[src/rtl/ltc2308_ctrl.sv]
// LTC2308 SPI ADC sequencer: round-robin scan of enabled channels. Each result is tagged
// with the channel whose config word was sent one frame earlier.
module ltc2308_ctrl #(
  parameter int SCK_HALF   = 1,
  parameter int CONVST_CYC = 1,
  parameter int CONV_CYC   = 80,
  parameter int FRAME_CYC  = 110
) (
  input  logic        clk,
  input  logic        rst_n,
  input  logic        enable,
  input  logic [7:0]  ch_mask,
  input  logic        uni,
  output logic        adc_convst,
  output logic        adc_sck,
  output logic        adc_sdi,
  input  logic        adc_sdo,
  output logic        res_valid,
  output logic [2:0]  res_ch,
  output logic [11:0] res_data,
  output logic        busy
);

  localparam int CW = $clog2(FRAME_CYC);
  localparam int HW = (SCK_HALF > 1) ? $clog2(SCK_HALF) : 1;
  localparam logic [CW-1:0] CONVST_LAST = CW'(CONVST_CYC - 1);
  localparam logic [CW-1:0] CONV_LAST   = CW'(CONV_CYC - 1);
  localparam logic [CW-1:0] FRAME_LAST  = CW'(FRAME_CYC - 1);
  localparam logic [HW-1:0] HALF_LAST   = HW'(SCK_HALF - 1);

  typedef enum logic [2:0] {
    S_IDLE,
    S_CONV_HI,
    S_CONV_WAIT,
    S_SHIFT,
    S_GUARD
  } state_t;

  state_t      r_state, w_state_nxt;
  logic [CW-1:0] r_cnt, w_cnt_nxt;
  logic [HW-1:0] r_half, w_half_nxt;
  logic [3:0]  r_nrise, w_nrise_nxt;
  logic        r_sck, w_sck_nxt;
  logic        r_convst, w_convst_nxt;
  logic [5:0]  r_sdi_word, w_sdi_word_nxt;
  logic [11:0] r_shreg, w_shreg_nxt;
  logic [2:0]  r_cur_ch, w_cur_ch_nxt;
  logic [2:0]  r_prev_ch, w_prev_ch_nxt;
  logic        r_prime, w_prime_nxt;
  logic        r_cap12, w_cap12_nxt;
  logic        r_res_valid, w_res_valid_nxt;
  logic [2:0]  r_res_ch, w_res_ch_nxt;
  logic [11:0] r_res_data, w_res_data_nxt;

  logic        w_run;
  logic        w_start;
  logic        w_found_above;
  logic [2:0]  w_lowest;
  logic [2:0]  w_above;
  logic [2:0]  w_next_ch;

  assign w_run = enable && (ch_mask != 8'h00);

  // Scanning downwards leaves the lowest matching index in each result.
  always_comb begin
    w_lowest      = 3'd0;
    w_above       = 3'd0;
    w_found_above = 1'b0;
    for (int i = 7; i >= 0; i--) begin
      if (ch_mask[i]) begin
        w_lowest = 3'(i);
        if (3'(i) > r_cur_ch) begin
          w_above       = 3'(i);
          w_found_above = 1'b1;
        end
      end
    end
    w_next_ch = w_found_above ? w_above : w_lowest;
  end

  always_comb begin
    w_state_nxt     = r_state;
    w_cnt_nxt       = r_cnt + 1'b1;
    w_half_nxt      = r_half;
    w_nrise_nxt     = r_nrise;
    w_sck_nxt       = 1'b0;
    w_convst_nxt    = 1'b0;
    w_sdi_word_nxt  = r_sdi_word;
    w_shreg_nxt     = r_shreg;
    w_cur_ch_nxt    = r_cur_ch;
    w_prev_ch_nxt   = r_prev_ch;
    w_prime_nxt     = r_prime;
    w_cap12_nxt     = 1'b0;
    w_res_valid_nxt = 1'b0;
    w_res_ch_nxt    = r_res_ch;
    w_res_data_nxt  = r_res_data;
    w_start         = 1'b0;

    case (r_state)
      S_IDLE: begin
        w_cnt_nxt = '0;
        if (w_run) begin
          w_start     = 1'b1;
          w_prime_nxt = 1'b1;
        end
      end
      S_CONV_HI: begin
        if (r_cnt == CONVST_LAST) w_state_nxt = S_CONV_WAIT;
      end
      S_CONV_WAIT: begin
        if (r_cnt == CONV_LAST) begin
          w_state_nxt = S_SHIFT;
          w_half_nxt  = '0;
          w_nrise_nxt = 4'd0;
        end
      end
      S_SHIFT: begin
        w_sck_nxt = r_sck;
        if (r_half == HALF_LAST) begin
          w_half_nxt = '0;
          // Rising SCK samples SDO settled since the previous fall; falling SCK advances SDI.
          if (!r_sck) begin
            w_sck_nxt   = 1'b1;
            w_shreg_nxt = {r_shreg[10:0], adc_sdo};
            w_nrise_nxt = r_nrise + 4'd1;
            w_cap12_nxt = (r_nrise == 4'd11);
          end else begin
            w_sck_nxt = 1'b0;
            if (r_nrise == 4'd12) w_state_nxt = S_GUARD;
            else                  w_sdi_word_nxt = {r_sdi_word[4:0], 1'b0};
          end
        end else begin
          w_half_nxt = r_half + 1'b1;
        end
      end
      S_GUARD: begin
        if (r_cnt == FRAME_LAST) begin
          if (w_run) begin
            w_start = 1'b1;
          end else begin
            w_state_nxt = S_IDLE;
            w_cnt_nxt   = '0;
          end
        end
      end
      default: begin
        w_state_nxt = S_IDLE;
        w_cnt_nxt   = '0;
      end
    endcase

    if (w_start) begin
      w_state_nxt    = S_CONV_HI;
      w_cnt_nxt      = '0;
      w_cur_ch_nxt   = w_next_ch;
      w_prev_ch_nxt  = r_cur_ch;
      w_sdi_word_nxt = {1'b1, w_next_ch[0], w_next_ch[2], w_next_ch[1], uni, 1'b0};
    end

    // The first frame after leaving IDLE converts with an unknown config, so it is dropped.
    if (r_cap12) begin
      if (r_prime) begin
        w_prime_nxt = 1'b0;
      end else begin
        w_res_valid_nxt = 1'b1;
        w_res_ch_nxt    = r_prev_ch;
        w_res_data_nxt  = r_shreg;
      end
    end

    w_convst_nxt = (w_state_nxt == S_CONV_HI);
  end

  always_ff @(posedge clk) begin
    if (!rst_n) begin
      r_state     <= S_IDLE;
      r_cnt       <= '0;
      r_half      <= '0;
      r_nrise     <= 4'd0;
      r_sck       <= 1'b0;
      r_convst    <= 1'b0;
      r_sdi_word  <= 6'd0;
      r_shreg     <= 12'd0;
      r_cur_ch    <= 3'd0;
      r_prev_ch   <= 3'd0;
      r_prime     <= 1'b1;
      r_cap12     <= 1'b0;
      r_res_valid <= 1'b0;
      r_res_ch    <= 3'd0;
      r_res_data  <= 12'd0;
    end else begin
      r_state     <= w_state_nxt;
      r_cnt       <= w_cnt_nxt;
      r_half      <= w_half_nxt;
      r_nrise     <= w_nrise_nxt;
      r_sck       <= w_sck_nxt;
      r_convst    <= w_convst_nxt;
      r_sdi_word  <= w_sdi_word_nxt;
      r_shreg     <= w_shreg_nxt;
      r_cur_ch    <= w_cur_ch_nxt;
      r_prev_ch   <= w_prev_ch_nxt;
      r_prime     <= w_prime_nxt;
      r_cap12     <= w_cap12_nxt;
      r_res_valid <= w_res_valid_nxt;
      r_res_ch    <= w_res_ch_nxt;
      r_res_data  <= w_res_data_nxt;
    end
  end

  assign adc_convst = r_convst;
  assign adc_sck    = r_sck;
  assign adc_sdi    = r_sdi_word[5];
  assign res_valid  = r_res_valid;
  assign res_ch     = r_res_ch;
  assign res_data   = r_res_data;
  assign busy       = (r_state != S_IDLE);

endmodule

[config.mk]
export PLATFORM = sky130hd
export DESIGN_NAME = ltc2308_ctrl
export DESIGN_NICKNAME = d
export VERILOG_FILES = /design/src/rtl/ltc2308_ctrl.sv
export SDC_FILE = /design/constraint.sdc
export NUM_CORES = 1
export LEC_CHECK = 0
export BUFFER_PORTS_ARGS = -buffer_cell sky130_fd_sc_hd__clkbuf_2
export CAP_MARGIN = 20
export CORE_MARGIN = 3
export CORE_UTILIZATION = 42
export CTS_BUF_LIST = sky130_fd_sc_hd__clkbuf_8
export DETAILED_ROUTE_END_ITERATION = 8
export PLACE_DENSITY_LB_ADDON = 0.15
export SYNTH_ARGS = -nofsm -noshare
export SYNTH_HDL_FRONTEND = slang
export SYNTH_SLANG_ARGS = --single-unit
export TNS_END_PERCENT = 5
[constraint.sdc]
create_clock -name clk -period 4.85 [get_ports clk]
set_input_delay 0.485 -clock clk [delete_from_list [all_inputs] [get_ports clk]]
set_output_delay 0.485 -clock clk [all_outputs]
set_load 0.05 [all_outputs]
==> summary.txt, run 1 <==
Global routing
  • Largest net degree at the start of global routing: 40
  • Vias in the first global route: 1994
  • GR Overflow Total: 0
  • GR Util All Layers: 0.157
  • Initial antenna violation count: 0
  • First-pass GRT wire length: 9.00 mm

Power
  • Net Sw Power: roughly 250 uW
  • Reg power frac: 0.463
  • Leakage power: 1.11 nW
  • Gate power share: 0.088
  • Max VDD drop: 243 uV
  • Internal Power: around 830 uW
  • Clk network pwr share: 0.449
  • Pwr dens: 368 nW/um^2
  • Switch share: 0.229

Timing
  • Post-route clock period utilization: 0.429
  • Worst Clk Skew: 0.00646 ns
  • Worst Tran Pin Value: 0.979 ns
  • Final setup violation count: 0
  • Max Clk Rate: 481 MHz
  • Final hold violation count: 0
  • Max transition margin: 0.345
  • Final Critical Period: 2.08 ns
  • Slew Limit Fails: 0
  • RSZ-0062 raised after global routing: false
  • Fin Setup TNS: 0 ns

Logic synthesis
  • Syn_area_per_cell: 7.86 sq um
  • Cell variety after synth: 44
  • Flops & latches, synth: 57
  • Synth area leader: dfxtp_1
  • Post-Syn Area: 2500 sq um
  • Ys Warns: 0
  • Seq/Total Area, Yosys: 0.457
  • Syn nets: about 340
  • Asr flop ratio synth: 0
  • Commonest register cell after synthesis: dfxtp_1
  • Area share of the largest cell type after synthesis: 0.457
  • Area contributors post-synth: dfxtp_1, nand2_1, a21oi_1, nor2_1, ha_1
  • EDFF count, synth: 0
  • Cells after synthesis: 318

Setup path
  • Crit end category: flop
  • Worst path cell trace: nor4b_1, a211o_1, o31ai_1, a222oi_1, o21ai_0
  • CP max-delay cell: nor4b_1
  • Critical path startpoint category: flop
  • Req. time, crit path: a little over 5 ns
  • CP max stage delay: 0.69 ns
  • Critical path arrival: 2.27 ns
  • Setup CP Type: reg -> reg
  • Crit Path Max Fanout: 12

Final layout
  • Final net count: around 370
  • Share of post-route cells with drive strength above 1: 0.149
  • Fin area: 2910 sq um
  • Area Overhead vs Synth: 16.5%
  • N_diodes: 0
  • Commonest non-fill, non-tap cell in the layout: nand2_1
  • Most frequent cells in the layout: nand2_1, dfxtp_1, a21oi_1

Min path
  • Worst Hold Class: in -> reg

Clock tree
  • Clk sink count: 57
  • Clock Latency Late Sink: 0.32 ns
  • Hold buffers post-CTS: 0
  • Htree depth: 3
  • CTS tree: built
  • CTS resizes: 0
  • Clk pin slew, worst setup/hold paths: 0.06 ns
  • Maximum clock path buffer count: 2
  • TritonCTS Buffers: 9
  • CTS root buffer: clkbuf_8
  • Post-CTS setup buffer count: 0

Place
  • Input/output buffers: 32
  • Dpl cell area: 2690 sq um
  • Hpwl dp: between 3 and 4 mm
  • Gpl congestion: between 0.8 and 0.9

Floorplan
  • Total core area: roughly 5600 sq um
  • # rows: 27
  • I/O Pins: 33
  • Vert. Die Dim: 83.1 um
  • Die area: 6910 sq um
  • Initial Util: 0.443
  • Die Wd: 83.1 um

Routing
  • Pre-Repair DR Iteration Count: 4
  • Final ANT Viol Nets: 0
  • DRT Wirelength: 5.24 mm
  • DR vias/cell: 5.25
  • DR DRC count: 0
  • Drt wl/cell: roughly 12 um
  • Via count: 2215
  • Initial DRC count: roughly 160

Run
  • Max-Cap Viols: 0

Run status
  • Run status: finished, final reports clean
==> cell usage after synthesis (4+ instances only) <==
| cell type | number |
|---|---|
| nand2b_1 | 6 |
| nand4_1 | 4 |
| nor2_1 | 28 |
| ha_1 | 5 |
| o21ai_0 | 7 |
| nand3_1 | 8 |
| dfxtp_1 | 57 |
| clkbuf_1 | 14 |
| xor2_1 | 4 |
| nand2_1 | 72 |
| a21oi_1 | 41 |
| and3_1 | 6 |
| nor3_1 | 6 |
| inv_1 | 13 |
==> per-layer routing <==
metal | share of wire | global-route usage
met2 | 0.45 | 0.238
met1 | 0.49 | 0.205
met4 | 0.0050 | 0.0446
met5 | 0 | 0
met3 | 0.051 | 0.0645
==> path summary, 6_finish.rpt <==
path | slack [ns] | endpoint | depth (start not counted) | start
worst max register to register | 2.77 | r_sdi_word[4] | 5 | r_cur_ch[1]
worst min-delay path | 0.39 | r_shreg[0] | 3 | adc_sdo
worst max-delay path | 2.77 | r_sdi_word[4] | 5 | r_cur_ch[1]
worst min register to register | 0.45 | r_prev_ch[1] | 2 | r_prev_ch[1]
==> state kept, by name (all words and copies together), names as in the netlist <==
signal / count
res_ch: 3
r_shreg: 12
r_cap12: 1
r_prime: 1
r_cnt: 7
r_nrise: 4
r_state: 3
res_data: 12
r_cur_ch: 3
adc_convst: 1
r_sdi_word: 5
adc_sck: 1
r_prev_ch: 3
res_valid: 1
==> area by class of cell <==
type                    instances  area, sq um
clock buffers                  11          151
flip-flops and latches         57         1140
clock inverters                 3         65.1
fillers                       537         2730
multi-input cells             232         1240
repair buffers                 34          175
inverters                      13         48.8
well taps                      72         90.1
==> per-stage QoR <==
stage               utilization  setup slack (ns)  total power [mW]  instances  hold slack, ns
finish                    0.516              2.77              1.07        422           0.393
detailed placement        0.476              2.61             0.600        407           0.447
global placement          0.476              2.58             0.600        407           0.442
global route              0.516              2.55              1.12        422           0.380
CTS                       0.515              2.77              1.09        421           0.379
floorplan                     -              2.86             0.574        318           0.432
==> power by group through the flow <==
stage                     Sequential, mW  Clock, mW  Combinational, mW
after floorplan                    0.505          0             0.0690
after global placement             0.507          0             0.0931
after detailed placement           0.506          0             0.0936
after CTS                          0.496      0.497             0.0942
after global routing               0.498      0.517              0.105
final                              0.496      0.482             0.0940
==> critical path, delay by kind of cell (launching register included) <==
| family | cells | cell delay (ns) |
|---|---|---|
| compound gates | 4 | 0.83 |
| flops | 1 | 0.43 |
| simple gates | 1 | 0.69 |
==> cell families after synthesis <==
| kind of cell | after synthesis | synth area share |
|---|---|---|
| AND/OR/NAND/NOR | 147 | 0.269 |
| AO/OA/AOI/OAI | 73 | 0.177 |
| flip-flops | 57 | 0.457 |
| buffers and inverters | 29 | 0.0471 |
| XOR/XNOR | 7 | 0.0245 |
| adder cells (fa/ha/maj) | 5 | 0.0250 |
(Power assumes the default switching activity.)
==> inputs of run 2 (changes only) <==
--- a/config.mk
+++ b/config.mk
@@ -5,6 +5,7 @@
 export SDC_FILE = /design/constraint.sdc
 export NUM_CORES = 1
 export LEC_CHECK = 0
+export ABC_AREA = 1
 export BUFFER_PORTS_ARGS = -buffer_cell sky130_fd_sc_hd__clkbuf_2
 export CAP_MARGIN = 20
 export CORE_MARGIN = 3
==> constraint.sdc (replaced) <==
create_clock -name clk -period 2.1 [get_ports clk]
set_input_delay 0.21 -clock clk [delete_from_list [all_inputs] [get_ports clk]]
set_output_delay 0.21 -clock clk [all_outputs]
set_load 0.05 [all_outputs]
==> run 2 against run 1 <==
Sequential power grew 130%. Largest power group unchanged. Via count shrank 2.2%. Critical endpoint unchanged. Critical path depth grew 2.
==> summary.txt, run 2 <==
Run status
  • Run status: finished, final reports clean

Logic synthesis
  • Synth area leader: dfxtp_1
  • Most common cell in the netlist: nor2_1
  • Post-Syn Area: 2460 sq um (-1.7%)
  • Area contributors post-synth: dfxtp_1, nor2_1, o21ai_0, nand2_1, inv_1
  • Ys Warns: 0 (unchanged)
  • Syn_area_per_cell: 7.25 sq um (-7.7%)
  • EDFF count, synth: 0 (unchanged)
  • Asr flop ratio synth: 0 (unchanged)
  • Cells after synthesis: 339 (+6.6%)
  • Syn nets: 357 (+6.3%)
  • Flops & latches, synth: 57 (unchanged)
  • Seq/Total Area, Yosys: 0.464 (+0.00767)
  • Cell variety after synth: 29 (-34%)
  • Area share of the largest cell type after synthesis: 0.464 (+0.00767)
  • Commonest register cell after synthesis: dfxtp_1
  • Post-synth top cells: nor2_1, dfxtp_1, nand2_1, inv_1, o21ai_0

Setup path
  • Setup CP Type: reg -> reg
  • Crit end category: flop
  • Worst path cell trace: ha_1, nand4_1, nand2_1, nand3_2, inv_2, nand2_1, a21oi_1
  • Critical path arrival: 1.86 ns (-0.41 ns)
  • Crit Path Max Fanout: 12 (unchanged)
  • Worst R2R Path Depth: 7 (+2)
  • Reg2Reg Capture Point: r_sdi_word[4]
  • Req. time, crit path: 2.37 ns (-2.67 ns)
  • CP max stage delay: 0.42 ns (-0.27 ns)
  • Worst R2R Start: r_cnt[0]
  • Critical path startpoint category: flop
  • CP max-delay cell: dfxtp_1
  • CP dominant cell by count: nand2_1
  • Setup slack, reg-to-reg: 0.51 ns (-2.26 ns)
  • CP startpoint: r_cnt[0]

Power
  • Leakage power: 1.32 nW (+19%)
  • Pwr dens: 864 nW/um^2 (+130%)
  • Max VDD drop: 449 uV (+84%)
  • Pwr Total: 2.49 mW (+130%)

Min path
  • Hold depth: 3 (unchanged)
  • Worst Hold Launch: uni
  • Worst Hold Class: in -> reg
  • Hold Path End: r_sdi_word[1]

Timing
  • Worst Clk Skew: 0.00699 ns (+0.000537 ns)
  • Max Clk Rate: 627 MHz (+30%)
  • Worst Tran Pin Value: 0.490 ns (-0.489 ns)
  • Post-route clock period utilization: 0.759 (+0.330)
  • Slew Limit Fails: 0 (unchanged)
  • RSZ-0062 raised after global routing: false
  • Final setup violation count: 0 (unchanged)
  • Final hold violation count: 0 (unchanged)
  • Max transition margin: 0.673 (+0.328)
  • Fin Setup TNS: 0 ns (unchanged)
  • Final Critical Period: 1.59 ns (-0.486 ns)

Place
  • Dpl cell area: 2670 sq um (-0.74%)
  • Hpwl dp: 3.47 mm (-4.8%)
  • Cells after DPL: 434 (+6.6%)
  • Input/output buffers: 32 (unchanged)
  • Gpl congestion: 0.831 (about the same)

Final layout
  • Area Overhead vs Synth: 17.3%
  • Final net count: 391 (+7.1%)
  • Fin area: 2880 sq um (-0.99%)
  • Commonest non-fill, non-tap cell in the layout: nor2_1
  • Share of post-route cells with drive strength above 1: 0.172 (+0.0234)
  • Final cell count without fillers: 450 (+6.6%)
  • FILL cells: 566 (+5.4%)
  • N_diodes: 0 (unchanged)
  • Most frequent cells in the layout: nor2_1, dfxtp_1, nand2_1
  • Final Util: 0.517 (+0.00109)

Routing
  • DRT Wirelength: 4.99 mm (-4.6%)
  • Drt wl/cell: 11.1 um (-11%)
  • Pre-Repair DR Iteration Count: 5 (+1)
  • DR DRC count: 0 (unchanged)
  • Initial DRC count: 58 (-63%)
  • Via count: 2166 (-2.2%)
  • Final ANT Viol Nets: 0 (unchanged)
  • DR vias/cell: 4.81 (-8.3%)

Global routing
  • Met2 GRT Util: 0.241 (+0.00285)
  • GRT busiest layer: met2
  • Met3 usage: 0.0759 (+0.0114)
  • Largest net degree at the start of global routing: 37 (-7.5%)
  • First-pass GRT wire length: 8.51 mm (-5.4%)
  • Vias in the first global route: 1902 (-4.6%)
  • Initial antenna violation count: 0 (unchanged)
  • GR Overflow Total: 0 (unchanged)
  • GR Util All Layers: 0.166 (+0.00933)
  • M1 GR Usage: 0.219 (+0.0142)

Floorplan
  • Die area: 6800 sq um (-1.5%)
  • I/O Pins: 33 (unchanged)
  • Vert. Die Dim: 82.5 um (-0.77%)
  • Initial Util: 0.441 (-0.00204)
  • Total core area: 5570 sq um (-1.2%)
  • # rows: 27 (unchanged)
  • Die Wd: 82.5 um (-0.77%)

Clock tree
  • CTS tree: built
  • Clk pin slew, worst setup/hold paths: 0.06 ns (about the same)
  • Maximum clock path buffer count: 2 (unchanged)
  • CTS root buffer: clkbuf_8
  • Htree depth: 3 (unchanged)
  • Clk sink count: 57 (unchanged)
  • Clock Latency Late Sink: 0.34 ns (+0.02 ns)
  • Hold buffers post-CTS: 0 (unchanged)
  • Post-CTS setup buffer count: 0 (unchanged)
  • TritonCTS Buffers: 9 (unchanged)
  • CTS resizes: 0 (unchanged)

Run
  • Max-Cap Viols: 0 (unchanged)
## run 2: critical path: cells and delay by family (launching register included)
kind	cells	cell delay (ns)
simple gates	4	0.55
flops	1	0.42
compound gates	1	0.12
buf+inv	1	0.26
fa+ha+maj	1	0.17
## run 2: stage by stage
step	setup slack, ns	hold WS (ns)
finish	0.506	0.110
floorplan	0.697	0.357
detailed placement	0.500	0.457
global route	0.270	0.110
global placement	0.521	0.455
CTS	0.498	0.0906
## run 2: final cells by class
type                       instances  area, sq um  area share
sequential                        57         1140       0.396
multi-input combinational        233         1120       0.388
timing repair buffer              34          175      0.0608
clock buffer                      12          165      0.0573
inverter                          38          143      0.0495
tap                               72         90.1      0.0313
clock inverter                     4         50.0      0.0174
## run 2: how the worst max path moves through the flow
stage / end / slack (ns) / cells past startpoint
final: r_sdi_word[4] / 0.51 / 7
after global routing: r_cur_ch[0] / 0.27 / 7
after CTS: r_sdi_word[4] / 0.50 / 7
after detailed placement: r_sdi_word[5] / 0.50 / 9
after global placement: r_sdi_word[5] / 0.52 / 9
after floorplan: r_shreg[10] / 0.70 / 5
## run 2: report_power, final
group / total [mW] / internal [mW] / switching (mW) / leakage [nW]
Combinational: 0.259 / 0.0808 / 0.178 / 0.752
Clock: 1.07 / 0.642 / 0.432 / 0.105
Sequential: 1.16 / 1.12 / 0.0313 / 0.462
## run 2: per-layer routing
metal / share of wire / up-vias
li1: - / 1159
met1: 0.49 / 961
met2: 0.44 / 41
met3: 0.058 / 5
met4: 0.0096 / 0
met5: 0 / -
## run 2: cell families (layout without fill, tap and decap cells)
kind of cell	count (synthesis)	after routing	synth area share
buffers and inverters	49	88	0.0804
adder cells (fa/ha/maj)	5	5	0.0255
AND/OR/NAND/NOR	157	157	0.269
XOR/XNOR	5	5	0.0178
flip-flops	57	57	0.464
AO/OA/AOI/OAI	66	66	0.143
